## config.mk

```make
export PLATFORM = sky130hd
export DESIGN_NAME = debug_rx_loader
export DESIGN_NICKNAME = d
export VERILOG_FILES = /design/src/rtl/debug_pkg.sv /design/src/rtl/rx_word_assembler.sv /design/src/rtl/debug_rx_loader.sv
export SDC_FILE = /design/constraint.sdc
export NUM_CORES = 1
export LEC_CHECK = 0
export BUFFER_PORTS_ARGS = -buffer_cell sky130_fd_sc_hd__buf_4
export CORE_MARGIN = 2
export CORE_UTILIZATION = 60
export CTS_BUF_LIST = sky130_fd_sc_hd__clkbuf_16
export CTS_CLUSTER_SIZE = 14
export DETAILED_ROUTE_END_ITERATION = 10
export PLACE_DENSITY = 0.82
export SYNTH_ARGS = -nofsm -noshare
export SYNTH_HDL_FRONTEND = slang
export SYNTH_SLANG_ARGS = --single-unit
export TNS_END_PERCENT = 20
```

## constraint.sdc

```tcl
create_clock -name clk -period 6 [get_ports clk]
set_clock_uncertainty 0.1 [all_clocks]
set_input_delay 1.8 -clock clk [delete_from_list [all_inputs] [get_ports clk]]
set_output_delay 1.8 -clock clk [all_outputs]
set_load 0.02 [all_outputs]
```

## src/rtl/debug_pkg.sv

```systemverilog
// Shared debugger-unit definitions: FSM state encodings, UART byte width and
// the program-load terminator word. Used by both the snapshot sender and the
// receive-side program loader.
package debug_pkg;

  localparam int unsigned UART_BYTE_W = 8;

  // 3-bit state encodings shared by the debugger FSMs
  localparam logic [2:0] ST_IDLE  = 3'd0;
  localparam logic [2:0] ST_RECV  = 3'd1;
  localparam logic [2:0] ST_WRITE = 3'd2;
  localparam logic [2:0] ST_DONE  = 3'd3;
  localparam logic [2:0] ST_ABORT = 3'd4;

  localparam logic [31:0] DEBUG_END_WORD = 32'hFFFF_FFFF;

endpackage

```

## src/rtl/rx_word_assembler.sv

```systemverilog
// Byte-lane assembler: packs successive UART bytes into a DATA_W-bit word,
// first byte in bits [7:0]. word_next is the word including the byte being
// accepted this cycle, so the owner can act on a completed word without an
// extra cycle of latency; word_valid marks the byte that completes a word.
module rx_word_assembler
  import debug_pkg::*;
#(
  parameter int unsigned DATA_W = 32
) (
  input  logic                   clk,
  input  logic                   rst,
  input  logic                   clear,
  input  logic                   byte_valid,
  input  logic [UART_BYTE_W-1:0] byte_data,
  output logic                   word_valid,
  output logic [DATA_W-1:0]      word_next
);

  localparam int unsigned BYTES = DATA_W / UART_BYTE_W;
  localparam int unsigned IDX_W = (BYTES > 1) ? $clog2(BYTES) : 1;
  localparam logic [IDX_W-1:0] LAST_IDX = IDX_W'(BYTES - 1);

  logic [IDX_W-1:0]  idx_q;
  logic [DATA_W-1:0] word_q;

  assign word_valid = byte_valid && (idx_q == LAST_IDX);

  // Merge the incoming byte into its lane
  always_comb begin
    word_next = word_q;
    if (byte_valid) begin
      word_next[idx_q*UART_BYTE_W +: UART_BYTE_W] = byte_data;
    end
  end

  // Lane index and shift register; index wraps after the last lane
  always_ff @(posedge clk or posedge rst) begin
    if (rst) begin
      idx_q  <= '0;
      word_q <= '0;
    end else if (clear) begin
      idx_q  <= '0;
      word_q <= '0;
    end else if (byte_valid) begin
      word_q <= word_next;
      idx_q  <= word_valid ? '0 : idx_q + IDX_W'(1);
    end
  end

endmodule

```

## src/rtl/debug_rx_loader.sv

```systemverilog
// UART-side program loader: assembles received bytes into words and writes
// them to instruction memory from address 0 until the terminator word or
// MAX_WORDS writes, then pulses os_done.
// Optional feature macro: DEBUG_RX_TIMEOUT_EN adds an inter-byte timeout that
// aborts the load (os_error pulse); without it os_error is tied 0.
module debug_rx_loader
  import debug_pkg::*;
#(
  parameter int unsigned       DATA_W      = 32,
  parameter int unsigned       ADDR_W      = 10,
  parameter int unsigned       MAX_WORDS   = 1024,
  parameter logic [DATA_W-1:0] END_WORD    = DATA_W'(DEBUG_END_WORD),
  parameter int unsigned       TIMEOUT_CYC = 1_000_000
) (
  input  logic                   clk,
  input  logic                   rst,
  input  logic                   is_start,
  input  logic [UART_BYTE_W-1:0] i_rx_data,
  input  logic                   is_rx_done,
  output logic                   o_wr_en,
  output logic [ADDR_W-1:0]      o_wr_addr,
  output logic [DATA_W-1:0]      o_wr_data,
  output logic [ADDR_W:0]        o_word_count,
  output logic                   os_busy,
  output logic                   os_done,
  output logic                   os_error
);

  localparam logic [ADDR_W:0] LAST_COUNT = (ADDR_W + 1)'(MAX_WORDS - 1);

  // Elaboration-time parameter sanity checks
  if ((DATA_W % UART_BYTE_W) != 0 || DATA_W == 0) begin : g_bad_data_w
    $error("debug_rx_loader: DATA_W must be a non-zero multiple of 8");
  end
  if (MAX_WORDS == 0 || MAX_WORDS > (1 << ADDR_W)) begin : g_bad_max_words
    $error("debug_rx_loader: MAX_WORDS must be in 1..2**ADDR_W");
  end
  if (TIMEOUT_CYC < 2) begin : g_bad_timeout
    $error("debug_rx_loader: TIMEOUT_CYC must be at least 2");
  end

  logic [2:0]        state_q, state_d;
  logic [ADDR_W-1:0] addr_q;
  logic [ADDR_W:0]   count_q;
  logic              wr_en_q;
  logic [ADDR_W-1:0] wr_addr_q;
  logic [DATA_W-1:0] wr_data_q;

  logic              start;
  logic              in_recv;
  logic              in_write;
  logic              last_write;
  logic              capture_en;
  logic              byte_valid;
  logic              word_valid;
  logic [DATA_W-1:0] word_next;
  logic              is_end;
  logic              load_word;
  logic              timeout_hit;

  assign in_recv    = (state_q == ST_RECV);
  assign in_write   = (state_q == ST_WRITE);
  assign start      = (state_q == ST_IDLE) && is_start;
  assign last_write = in_write && (count_q == LAST_COUNT);
  // A byte arriving in the WRITE cycle starts the next word, unless the load
  // is about to finish on MAX_WORDS.
  assign capture_en = in_recv || (in_write && !last_write);
  assign byte_valid = is_rx_done && capture_en;
  assign is_end     = (word_next == END_WORD);
  assign load_word  = word_valid && !is_end;

  rx_word_assembler #(
    .DATA_W (DATA_W)
  ) u_assembler (
    .clk        (clk),
    .rst        (rst),
    .clear      (start),
    .byte_valid (byte_valid),
    .byte_data  (i_rx_data),
    .word_valid (word_valid),
    .word_next  (word_next)
  );

`ifdef DEBUG_RX_TIMEOUT_EN
  localparam int unsigned TMR_W = $clog2(TIMEOUT_CYC + 1);

  logic [TMR_W-1:0] timer_q;

  assign timeout_hit = in_recv && !is_rx_done && (timer_q == TMR_W'(TIMEOUT_CYC - 1));
  assign os_error    = (state_q == ST_ABORT);

  // Inter-byte timer: restarts on every byte and on start, runs while in RECV
  always_ff @(posedge clk or posedge rst) begin
    if (rst) begin
      timer_q <= '0;
    end else if (start || is_rx_done) begin
      timer_q <= '0;
    end else if (in_recv) begin
      timer_q <= timer_q + TMR_W'(1);
    end
  end
`else
  assign timeout_hit = 1'b0;
  assign os_error    = 1'b0;
`endif

  // Next-state decode
  always_comb begin
    state_d = state_q;
    case (state_q)
      ST_IDLE: begin
        if (is_start) state_d = ST_RECV;
      end
      ST_RECV: begin
        if (word_valid)       state_d = is_end ? ST_DONE : ST_WRITE;
        else if (timeout_hit) state_d = ST_ABORT;
      end
      ST_WRITE: begin
        if (last_write)      state_d = ST_DONE;
        else if (word_valid) state_d = is_end ? ST_DONE : ST_WRITE;
        else                 state_d = ST_RECV;
      end
      ST_DONE:  state_d = ST_IDLE;
      ST_ABORT: state_d = ST_IDLE;
      default:  state_d = ST_IDLE;
    endcase
  end

  // State register
  always_ff @(posedge clk or posedge rst) begin
    if (rst) state_q <= ST_IDLE;
    else     state_q <= state_d;
  end

  // Next write address advances per accepted word; count advances in WRITE
  always_ff @(posedge clk or posedge rst) begin
    if (rst) begin
      addr_q  <= '0;
      count_q <= '0;
    end else if (start) begin
      addr_q  <= '0;
      count_q <= '0;
    end else begin
      if (load_word) addr_q  <= addr_q + ADDR_W'(1);
      if (in_write)  count_q <= count_q + (ADDR_W + 1)'(1);
    end
  end

  // Registered memory write port; address/data hold between writes
  always_ff @(posedge clk or posedge rst) begin
    if (rst) begin
      wr_en_q   <= 1'b0;
      wr_addr_q <= '0;
      wr_data_q <= '0;
    end else begin
      wr_en_q <= load_word;
      if (load_word) begin
        wr_addr_q <= addr_q;
        wr_data_q <= word_next;
      end
    end
  end

  assign o_wr_en      = wr_en_q;
  assign o_wr_addr    = wr_addr_q;
  assign o_wr_data    = wr_data_q;
  assign o_word_count = count_q;
  assign os_busy      = in_recv || in_write;
  assign os_done      = (state_q == ST_DONE);

endmodule
```

==> flow_summary.toml, run 1 <==
[sta]
tns_ns = 0
rsz0062_at_grt = "false"
final_slew_viol_count = 0
final.period_utilization_pct = 77.5
finalCriticalPeriod_ns = 4.65
slew-limit-headroom_pct = 29.7
worst_slew_pin_slew_ns = 1.05
final-hold-violation-count = 0
achievable-frequency_mhz = 215
setup_viol = 0

[yosys]
multiplexer_area_fraction_after_synthesis_pct = 2.78
synthDominantAreaCellType = "sky130_fd_sc_hd__dfrtp_1"
post_synth_main_area_contributors = "sky130_fd_sc_hd__dfrtp_1 (52%), sky130_fd_sc_hd__a21oi_1 (6.9%), sky130_fd_sc_hd__a22oi_1 (4.2%)"
synth.ff_latch_count = 100
synthesis.instances = 473
ys_async_sr_fraction_pct = 100
proportion_of_synthesized_chip_area_in_sequential_cells_pct = 52.0
post_synth_and_or_nand_nor_area_fraction_pct = 16.5
synth_compound_gate_area_share_pct = 19.6
synth_xor_area_share_pct = 1.64
netlist_area_um2 = 4820
main_combinational_cell_family_by_area_after_synthesis = "compound AO/OA/AOI/OAI gates"
syn-mean-instance-area_um2 = 10.2
syn-num-nets = 496
synth_top_cells_by_count = "sky130_fd_sc_hd__dfrtp_1 (100), sky130_fd_sc_hd__a21oi_1 (66), sky130_fd_sc_hd__nor2_1 (47), sky130_fd_sc_hd__a22oi_1 (27), sky130_fd_sc_hd__nand2_1 (26)"
synthFlopType = "sky130_fd_sc_hd__dfrtp_1"
yosys.area_share.adder_pct = 2.86
yosys_warnings = 0
synth-edff-count = 0
netlist-cell-type-count = 56
yosys.cell_count.top_type = "sky130_fd_sc_hd__dfrtp_1"
synth_largest_type_area_fraction_pct = 52.0

[drt]
post_drt_wl_per_cell_um = 18.9
routed-via-count = 4014
dr.first_iter.drc_count = 341
drt_pass1_iterations = 7
drc_errors = 0
drt-total-wl_um = 11800
ant_nets = 0
avgViaCountPerCell = 6.41

[placement]
placed_cells = 611
routabilityCongestion = 0.941
buffer_ports.inserted = 67
hpwl_detailed_um = 7910

[clocking]
clk_pin_slew_worst_setup_hold_paths_ns = 0.06
insertion_delay_ns = 0.34
cts_setup_buffers = 0
cts-root-to-sink-buffers = 2
clock_tree.htree_level_count = 3
clock-root-buffer = "sky130_fd_sc_hd__clkbuf_16"
cts_tree = "yes"
cts_made_buffers = 9
number_of_buffers_inserted_for_hold_repair_after_clock_tree_synthesis = 0
count_of_clock_tree_sinks = 100
post_cts_resized = 0

[critical_path]
critical_path_peak_fanout = 43
startpoint_type = "primary input"
arrival_ns = 4.77
worst_setup_path_end_kind = "flip-flop"
timing.reg2reg.setup_slack_ns = 1.88
path_class = "primary input to flip-flop"
cp_data_required_time_ns = 6.12

[power]
irDropWorstVdd_mv = 0.220
leakagePower_nw = 2.65
powerDensity_nw_per_um2 = 384

[grt]
grt_start_max_net_pins = 55
initial_antenna_violation_count = 0
vias_in_the_first_global_route = 3866
grt-ovfl-total = 0
global_route.usage.total_pct = 28.2
grt_pass1_wl_um = 19300

[layout]
area_growth_pct = 16.4
layout_cells_sized_above_1_pct = 21.6
diodes = 0
layout.cells.non_filler = 626
layout.nets = 543

[status]
status = "complete, no violations"

[floorplanning]
floorplan.rows = 32
die_area_um2 = 8760
die-height_um = 93.6
placeableCoreArea_um2 = 7770
starting_utilization_of_the_core_area_pct = 62.0
ioPinCount = 69
die_x_um = 93.6

[job]
drv_cap = 0

[min_path]
timing.hold.worst.class = "flip-flop to flip-flop"
[cell type report]
cell class                 count  area [um2]
sequential                   100        2500
tap                          102         128
timing repair buffer          71         533
fill                         571        2160
multi-input combinational    327        2100
clock buffer                   9         225
inverter                      11        43.8
clock inverter                 6        80.1
[cell usage in the layout, fill, tap and decap left out, drive strengths merged, types with 3 or more instances in the layout]
master and n:
o211ai 6, o21ai 8, ha 11, clkbuf 9, a22oi 27, and2 6, nand2 27, dfrtp 100
or3 6, a31o 8, o32ai 4, xor2 6, a21boi 6, a21oi 66, nor2 48, nor3 4
and4 4, or4 7, buf 71, inv 13, o22ai 3, nand4 13, nor3b 3, mux2 11
xnor2 3, nand3 9, and3 10
[report_power, final]
part	switching, mW	total, mW	internal (mW)
Combinational	0.419	0.672	0.253
Sequential	0.0857	0.880	0.794
Clock	0.239	0.599	0.360
[per-stage QoR]
stage | hold WS (ns) | area [um2] | setup slack (ns) | utilization [%] | total power, mW
after global placement | 0.392 | 5300 | 1.11 | 68.3 | 1.53
final | 0.413 | 5610 | 1.35 | 72.2 | 2.15
after detailed placement | 0.400 | 5300 | 1.02 | 68.3 | 1.56
after global routing | 0.422 | 5610 | 1.10 | 72.2 | 2.26
after floorplan | 0.385 | 4820 | 1.48 | - | 1.31
after CTS | 0.414 | 5610 | 1.39 | 72.2 | 2.16
[logic make-up after synthesis]
family | Yosys count
xor gates and xnor gates | 9
adders and majority gates | 11
DFF | 100
AOI/OAI and AO/OA | 147
muxes | 12
other | 1
buffers and inverters | 46
and+or+nand+nor | 147
[registers in the layout, summed over array words and instances (netlist names)]
register and count:
u_assembler.idx_q 2, o_word_count 11, o_wr_en 1, u_assembler.word_q 32
addr_q 10, o_wr_addr 10, o_wr_data 32, state_q 2
[layer usage]
layer	routed length [um]	global-route usage [%]
met1	5110	39.9
met5	0	0
met2	5710	44.8
met4	243	9.90
met3	767	4.35
[critical path: stages]
cell and delay [ns]:
sky130_fd_sc_hd__buf_4 0.10, sky130_fd_sc_hd__o21a_1 0.13, sky130_fd_sc_hd__o31a_1 0.44, sky130_fd_sc_hd__nand2_2 0.32, sky130_fd_sc_hd__a22oi_1 0.38, sky130_fd_sc_hd__nor4_1 0.11
sky130_fd_sc_hd__and4_4 0.27, sky130_fd_sc_hd__nor2_4 0.79, sky130_fd_sc_hd__mux2_2 0.42
[worst paths after layout]
path	from	end	cells after the start
min in group asynchronous	rst	o_word_count[5]$_DFFE_PP0P_	2
setup reg to reg	state_q[0]$_DFFE_PP0P_	o_wr_addr[4]$_DFFE_PP0P_	10
hold reg to reg	o_wr_addr[9]$_DFFE_PP0P_	o_wr_addr[9]$_DFFE_PP0P_	1
hold / removal	o_wr_addr[9]$_DFFE_PP0P_	o_wr_addr[9]$_DFFE_PP0P_	1
max in group asynchronous	rst	o_wr_data[29]$_DFFE_PP0P_	3
setup / recovery	is_rx_done	o_wr_addr[4]$_DFFE_PP0P_	9
Power figures use the tool's default switching activity.
==> run 2, diff against run 1 <==
--- a/config.mk
+++ b/config.mk
@@ -7,11 +7,11 @@
 export LEC_CHECK = 0
 export BUFFER_PORTS_ARGS = -buffer_cell sky130_fd_sc_hd__buf_4
 export CORE_MARGIN = 2
-export CORE_UTILIZATION = 60
+export CORE_UTILIZATION = 57
 export CTS_BUF_LIST = sky130_fd_sc_hd__clkbuf_16
 export CTS_CLUSTER_SIZE = 14
 export DETAILED_ROUTE_END_ITERATION = 10
-export PLACE_DENSITY = 0.82
+export PLACE_DENSITY = 0.78
 export SYNTH_ARGS = -nofsm -noshare
 export SYNTH_HDL_FRONTEND = slang
 export SYNTH_SLANG_ARGS = --single-unit
==> constraint.sdc (replaced) <==
create_clock -name clk -period 4.7 [get_ports clk]
set_clock_uncertainty 0.1 [all_clocks]
set_input_delay 1.41 -clock clk [delete_from_list [all_inputs] [get_ports clk]]
set_output_delay 1.41 -clock clk [all_outputs]
set_load 0.02 [all_outputs]
==> flow_summary.toml, run 2 (synthesis results as in run 1) <==
[status]
status = "complete, no violations"

[layout]
fillers = 652
diodes = 0
area_growth_pct = 17.0
mostFrequentLayoutCells = "sky130_fd_sc_hd__dfrtp_1 (100), sky130_fd_sc_hd__buf_4 (75), sky130_fd_sc_hd__a21oi_1 (66)"
layout.nets = 548
design_area_um2 = 5630
layout_cells_sized_above_1_pct = 22.6
layout.cells.most_common = "sky130_fd_sc_hd__dfrtp_1"

[clocking]
cts_setup_buffers = 0
insertion_delay_ns = 0.34
clock_tree.htree_level_count = 3
cts_tree = "yes"
cts-root-to-sink-buffers = 2
clk_pin_slew_worst_setup_hold_paths_ns = 0.07
post_cts_resized = 0
count_of_clock_tree_sinks = 100
number_of_buffers_inserted_for_hold_repair_after_clock_tree_synthesis = 0
clock-root-buffer = "sky130_fd_sc_hd__clkbuf_16"
cts_made_buffers = 9

[sta]
tns_ns = 0
slew-limit-headroom_pct = 28.7
final-hold-violation-count = 0
worst_slew_pin_slew_ns = 1.07
rsz0062_at_grt = "false"
pnr_worst_setup_slack_ns = 0.890
finalHoldWorstSlack_ns = 0.409
final.period_utilization_pct = 81.1
setup_viol = 0
finalCriticalPeriod_ns = 3.81
achievable-frequency_mhz = 262
final_slew_viol_count = 0

[floorplanning]
floorplan.rows = 33
ioPinCount = 69
die_x_um = 95.9
die_area_um2 = 9200
placeableCoreArea_um2 = 8220
die-height_um = 95.9
starting_utilization_of_the_core_area_pct = 58.6

[power]
final_power_mw = 2.67
irDropWorstVdd_mv = 0.258
pwr-share-comb_pct = 32.0
powerDensity_nw_per_um2 = 474
leakagePower_nw = 2.66
internal-power_mw = 1.70
power_share_of_the_sequential_group_pct = 42.1
switchingPower_mw = 0.971
power.share.switching_pct = 36.4
p_clk_share_pct = 25.8

[placement]
hpwl_detailed_um = 7990
postPlaceCellArea_um2 = 5360
buffer_ports.inserted = 67
routabilityCongestion = 0.928
dp_worst_setup_slack_ns = 0.532

[critical_path]
critPathSlowestCell = "sky130_fd_sc_hd__o31a_1"
timing.critical_path.slowest_cell_delay_ns = 0.43
timing.reg2reg.worst_path_depth = 11
critPathCapture = "o_wr_addr[8]$_DFFE_PP0P_"
cell_breakdown_of_the_critical_path = "buf_4 > o21a_1 > o31a_1 > nand2_1 > a32o_1 > and4_4 > and4_4 > nor2_4 > buf_12 > mux2_2"
cp_num_cells = 10
rr_endpoint = "o_wr_addr[8]$_DFFE_PP0P_"
path_class = "primary input to flip-flop"
cp_data_required_time_ns = 4.83
worst_setup_path_end_kind = "flip-flop"
timing.critical_path.max_delay_family = "simple AND/OR/NAND/NOR gates"
critical_path.most_common_cell = "sky130_fd_sc_hd__and4_4"
regToRegStartpoint = "state_q[0]$_DFFE_PP0P_"
startpoint_type = "primary input"
arrival_ns = 3.94
worst_setup_path_startpoint = "is_rx_done"
critical_path_peak_fanout = 37
timing.reg2reg.setup_slack_ns = 0.99
cp_num_buf_inv = 2

[drt]
routed-via-count = 3989
drt-total-wl_um = 11600
drc_errors = 0
dr.first_iter.drc_count = 247
post_drt_wl_per_cell_um = 18.3
ant_nets = 0
avgViaCountPerCell = 6.28
drt_pass1_iterations = 5

[grt]
grt-ovfl-total = 0
initial_antenna_violation_count = 0
global_route.usage.total_pct = 26.9
vias_in_the_first_global_route = 3712
grt_start_max_net_pins = 73
grt_pass1_wl_um = 19100

[min_path]
timing.hold.worst.class = "flip-flop to flip-flop"

[job]
drv_cap = 0
==> run 2: layout make-up <==
cell class	count	area [um2]	area share, %
multi-input combinational	327	2100	37.2
inverter	11	43.8	0.777
clock buffer	9	225	4.00
clock inverter	7	51.3	0.911
sequential	100	2500	44.4
tap	105	131	2.33
timing repair buffer	76	583	10.4
==> run 2: power by group through the flow <==
stage | registers [mW] | logic [mW] | clock network (mW)
after CTS | 1.12 | 0.859 | 0.700
after detailed placement | 1.14 | 0.855 | 0
after global placement | 1.13 | 0.838 | 0
final | 1.12 | 0.856 | 0.690
after floorplan | 1.25 | 0.427 | 0
after global routing | 1.14 | 0.932 | 0.735
==> run 2: how the worst min path moves through the flow <==
stage                              from  depth (start not counted)  slack (ns)                        to
5_1_grt        o_wr_addr[6]$_DFFE_PP0P_                          1        0.42  o_wr_addr[6]$_DFFE_PP0P_
3_5_place_dp   o_wr_addr[6]$_DFFE_PP0P_                          1        0.40  o_wr_addr[6]$_DFFE_PP0P_
2_1_floorplan     addr_q[9]$_DFFE_PP0P_                          2        0.39     addr_q[9]$_DFFE_PP0P_
4_1_cts        o_wr_addr[6]$_DFFE_PP0P_                          1        0.41  o_wr_addr[6]$_DFFE_PP0P_
6_report       o_wr_addr[3]$_DFFE_PP0P_                          1        0.41  o_wr_addr[3]$_DFFE_PP0P_
3_3_place_gp   o_wr_addr[3]$_DFFE_PP0P_                          1        0.39  o_wr_addr[3]$_DFFE_PP0P_
==> run 2: per-layer routing <==
layer / vias to the layer above / part of all wire, % / wire length [um] / global-route usage, %
met2: 155 / 47 / 5510 / 42.3
met5: - / 0 / 0 / 0
met3: 10 / 6.2 / 719 / 5.40
met4: 0 / 1.1 / 127 / 6.67
li1: 1840 / - / - / -
met1: 1984 / 45 / 5250 / 38.5
==> run 2: stage by stage <==
stage               util [%]  std cells
finish                  68.6        635
floorplan                  -        473
global placement        65.2        619
detailed placement      65.2        619
CTS                     68.6        635
global route            68.6        635
==> run 3, diff against run 2 <==
--- a/config.mk
+++ b/config.mk
@@ -5,13 +5,14 @@
 export SDC_FILE = /design/constraint.sdc
 export NUM_CORES = 1
 export LEC_CHECK = 0
+export ABC_AREA = 1
 export BUFFER_PORTS_ARGS = -buffer_cell sky130_fd_sc_hd__buf_4
 export CORE_MARGIN = 2
-export CORE_UTILIZATION = 57
+export CORE_UTILIZATION = 52
 export CTS_BUF_LIST = sky130_fd_sc_hd__clkbuf_16
 export CTS_CLUSTER_SIZE = 14
 export DETAILED_ROUTE_END_ITERATION = 10
-export PLACE_DENSITY = 0.78
+export PLACE_DENSITY = 0.75
 export SYNTH_ARGS = -nofsm -noshare
 export SYNTH_HDL_FRONTEND = slang
 export SYNTH_SLANG_ARGS = --single-unit
==> constraint.sdc (replaced) <==
create_clock -name clk -period 3.5 [get_ports clk]
set_clock_uncertainty 0.1 [all_clocks]
set_input_delay 1.05 -clock clk [delete_from_list [all_inputs] [get_ports clk]]
set_output_delay 1.05 -clock clk [all_outputs]
set_load 0.02 [all_outputs]
==> flow_summary.toml, run 3 <==
[status]
status = "complete, no violations"

[sta]
final.period_utilization_pct = 90.1
slew-limit-headroom_pct = 54.5
setup_viol = 0
finalHoldWorstSlack_ns = 0.391
worst_slew_pin_slew_ns = 0.681
finalCriticalPeriod_ns = 3.15
achievable-frequency_mhz = 317
tns_ns = 0
rsz0062_at_grt = "false"
final_slew_viol_count = 0
pnr_worst_setup_slack_ns = 0.347
final-hold-violation-count = 0

[grt]
grt_pass1_wl_um = 19700
grt_start_max_net_pins = 101
global_route.usage.total_pct = 22.3
grt-ovfl-total = 0
vias_in_the_first_global_route = 4202
initial_antenna_violation_count = 0

[critical_path]
startpoint_type = "flip-flop"
regToRegStartpoint = "o_word_count[0]$_DFFE_PP0P_"
cp_num_cells = 18
cp_num_buf_inv = 0
cp_data_required_time_ns = 3.62
worst_setup_path_end_kind = "flip-flop"
critPathSlowestCell = "sky130_fd_sc_hd__dfrtp_1"
timing.reg2reg.setup_slack_ns = 0.35
arrival_ns = 3.28
cell_breakdown_of_the_critical_path = "ha_1 > nand2_1 > nor2_1 > nand3_1 > nand2_2 > nand2_4 > nand2_8 > nand2_1 > nand2_1 > nand2_1 > nor2_1 > nand2_1 > nor2_1 > nand2_1 > nand2_4 > nand2_2 > nand2_1 > o21ai_1"
timing.reg2reg.worst_path_depth = 18
timing.critical_path.slowest_cell_delay_ns = 0.41
critical_path_peak_fanout = 36
rr_endpoint = "addr_q[6]$_DFFE_PP0P_"
timing.critical_path.max_delay_family = "simple AND/OR/NAND/NOR gates"
path_class = "flip-flop to flip-flop"
critical_path.most_common_cell = "sky130_fd_sc_hd__nand2_1"

[yosys]
synth_xor_area_share_pct = 1.17
yosys.area_share.adder_pct = 2.62
yosys_warnings = 0
syn-mean-instance-area_um2 = 7.92
proportion_of_synthesized_chip_area_in_sequential_cells_pct = 47.7
synth_top_cells_by_count = "sky130_fd_sc_hd__nand2_1 (164), sky130_fd_sc_hd__dfrtp_1 (100), sky130_fd_sc_hd__inv_1 (88), sky130_fd_sc_hd__nor2_1 (66), sky130_fd_sc_hd__nand3_1 (48)"
synth.ff_latch_count = 100
multiplexer_area_fraction_after_synthesis_pct = 0
main_combinational_cell_family_by_area_after_synthesis = "simple AND/OR/NAND/NOR gates"
ys_async_sr_fraction_pct = 100
syn-num-nets = 685
yosys.cell_count.top_type = "sky130_fd_sc_hd__nand2_1"
synth-edff-count = 0
netlist-cell-type-count = 31
synth_largest_type_area_fraction_pct = 47.7
synthDominantAreaCellType = "sky130_fd_sc_hd__dfrtp_1"
synthesis.instances = 662
post_synth_main_area_contributors = "sky130_fd_sc_hd__dfrtp_1 (48%), sky130_fd_sc_hd__nand2_1 (12%), sky130_fd_sc_hd__inv_1 (6.3%)"
synthFlopType = "sky130_fd_sc_hd__dfrtp_1"
synth_compound_gate_area_share_pct = 12.4
post_synth_and_or_nand_nor_area_fraction_pct = 25.6
netlist_area_um2 = 5250

[clocking]
clock_tree.htree_level_count = 3
cts_setup_buffers = 0
insertion_delay_ns = 0.35
cts_made_buffers = 9
post_cts_resized = 0
cts-root-to-sink-buffers = 2
number_of_buffers_inserted_for_hold_repair_after_clock_tree_synthesis = 0
clk_pin_slew_worst_setup_hold_paths_ns = 0.07
cts_tree = "yes"
clock-root-buffer = "sky130_fd_sc_hd__clkbuf_16"
count_of_clock_tree_sinks = 100

[layout]
mostFrequentLayoutCells = "sky130_fd_sc_hd__nand2_1 (164), sky130_fd_sc_hd__dfrtp_1 (100), sky130_fd_sc_hd__inv_1 (87)"
layout.nets = 739
layout.cells.most_common = "sky130_fd_sc_hd__nand2_1"
design_area_um2 = 6080
layout_cells_sized_above_1_pct = 19.0
area_growth_pct = 15.9
diodes = 0

[min_path]
timing.hold.worst.class = "flip-flop to flip-flop"
timing.hold.worst_endpoint = "o_wr_data[25]$_DFFE_PP0P_"
worst_hold_startpoint = "o_wr_data[25]$_DFFE_PP0P_"
worst_hold_path_stage_count = 2

[placement]
hpwl_detailed_um = 8400
buffer_ports.inserted = 67
postPlaceCellArea_um2 = 5790
routabilityCongestion = 0.908
dp_worst_setup_slack_ns = 0.359

[floorplanning]
floorplan.rows = 36
die_x_um = 104
die_area_um2 = 10900
ioPinCount = 69
starting_utilization_of_the_core_area_pct = 53.7
die-height_um = 104
placeableCoreArea_um2 = 9770

[drt]
post_drt_wl_per_cell_um = 13.8
drt_pass1_iterations = 5
routed-via-count = 4391
avgViaCountPerCell = 5.14
dr.first_iter.drc_count = 256
drt-total-wl_um = 11800
drc_errors = 0
ant_nets = 0

[job]
drv_cap = 0

[power]
leakagePower_nw = 2.91
powerDensity_nw_per_um2 = 664
irDropWorstVdd_mv = 0.444
-- run 3: cell count changes after synthesis, moves of 20 or more --
cell,previous run,this run
sky130_fd_sc_hd__o21ai_1,0,30
sky130_fd_sc_hd__a21oi_1,66,9
sky130_fd_sc_hd__o21ai_0,8,30
sky130_fd_sc_hd__inv_1,11,88
sky130_fd_sc_hd__nand2_1,26,164
sky130_fd_sc_hd__nand2_2,1,22
sky130_fd_sc_hd__a22oi_1,27,0
sky130_fd_sc_hd__o21ai_2,0,20
sky130_fd_sc_hd__nand3_1,9,48
-- run 3: worst max path at each step --
stage / from / slack (ns) / end
2_1_floorplan: is_rx_done / 0.61 / addr_q[3]$_DFFE_PP0P_
3_3_place_gp: is_rx_done / 0.47 / addr_q[6]$_DFFE_PP0P_
3_5_place_dp: is_rx_done / 0.36 / addr_q[3]$_DFFE_PP0P_
4_1_cts: o_word_count[0]$_DFFE_PP0P_ / 0.38 / addr_q[6]$_DFFE_PP0P_
5_1_grt: u_assembler.idx_q[1]$_DFFE_PP0P_ / 0.03 / addr_q[6]$_DFFE_PP0P_
6_report: o_word_count[0]$_DFFE_PP0P_ / 0.35 / addr_q[6]$_DFFE_PP0P_
-- run 3: kinds of logic (layout without fill, tap and decap cells) --
logic type	count (synthesis)	after routing
XOR/XNOR	7	7
adder cells (fa/ha/maj)	11	11
other	1	1
flip-flops	100	100
AO/OA/AOI/OAI	109	109
buffers and inverters	120	179
AND/OR/NAND/NOR	314	314
-- run 3: where the power goes --
part           internal [mW]  total [mW]  leakage (nW)  switching (mW)
combinational          0.524        1.55          1.41            1.03
clock                  0.493       0.948         0.138           0.455
sequential              1.38        1.54          1.36           0.155
-- run 3: worst min-delay path, cell delays in order, from the launching register on --
cell and delay, ns:
sky130_fd_sc_hd__dfrtp_1 0.36, sky130_fd_sc_hd__nand2_2 0.06, sky130_fd_sc_hd__o21ai_2 0.04
-- run 3: area by class of cell --
| cell class | instances | area [um2] |
|---|---|---|
| inverters | 90 | 344 |
| flip-flops and latches | 100 | 2500 |
| repair buffers | 73 | 586 |
| multi-input cells | 442 | 2200 |
| fillers | 896 | 3700 |
| well taps | 133 | 166 |
| clock buffers | 9 | 225 |
| clock inverters | 7 | 58.8 |
-- run 3: metal layers --
metal	routed length, um	global-route usage (%)	up-vias
met1	5130	28.0	2042
met5	0	0	-
met3	717	5.64	24
met4	269	8.01	0
met2	5690	37.3	136
li1	-	-	2189
-- run 3: metrics by stage --
stage | power (mW) | cells | util, %
after floorplan | 2.65 | 662 | -
after global placement | 3.06 | 838 | 59.3
after detailed placement | 3.10 | 838 | 59.3
after CTS | 4.06 | 854 | 62.2
after global routing | 4.30 | 854 | 62.2
final | 4.03 | 854 | 62.2
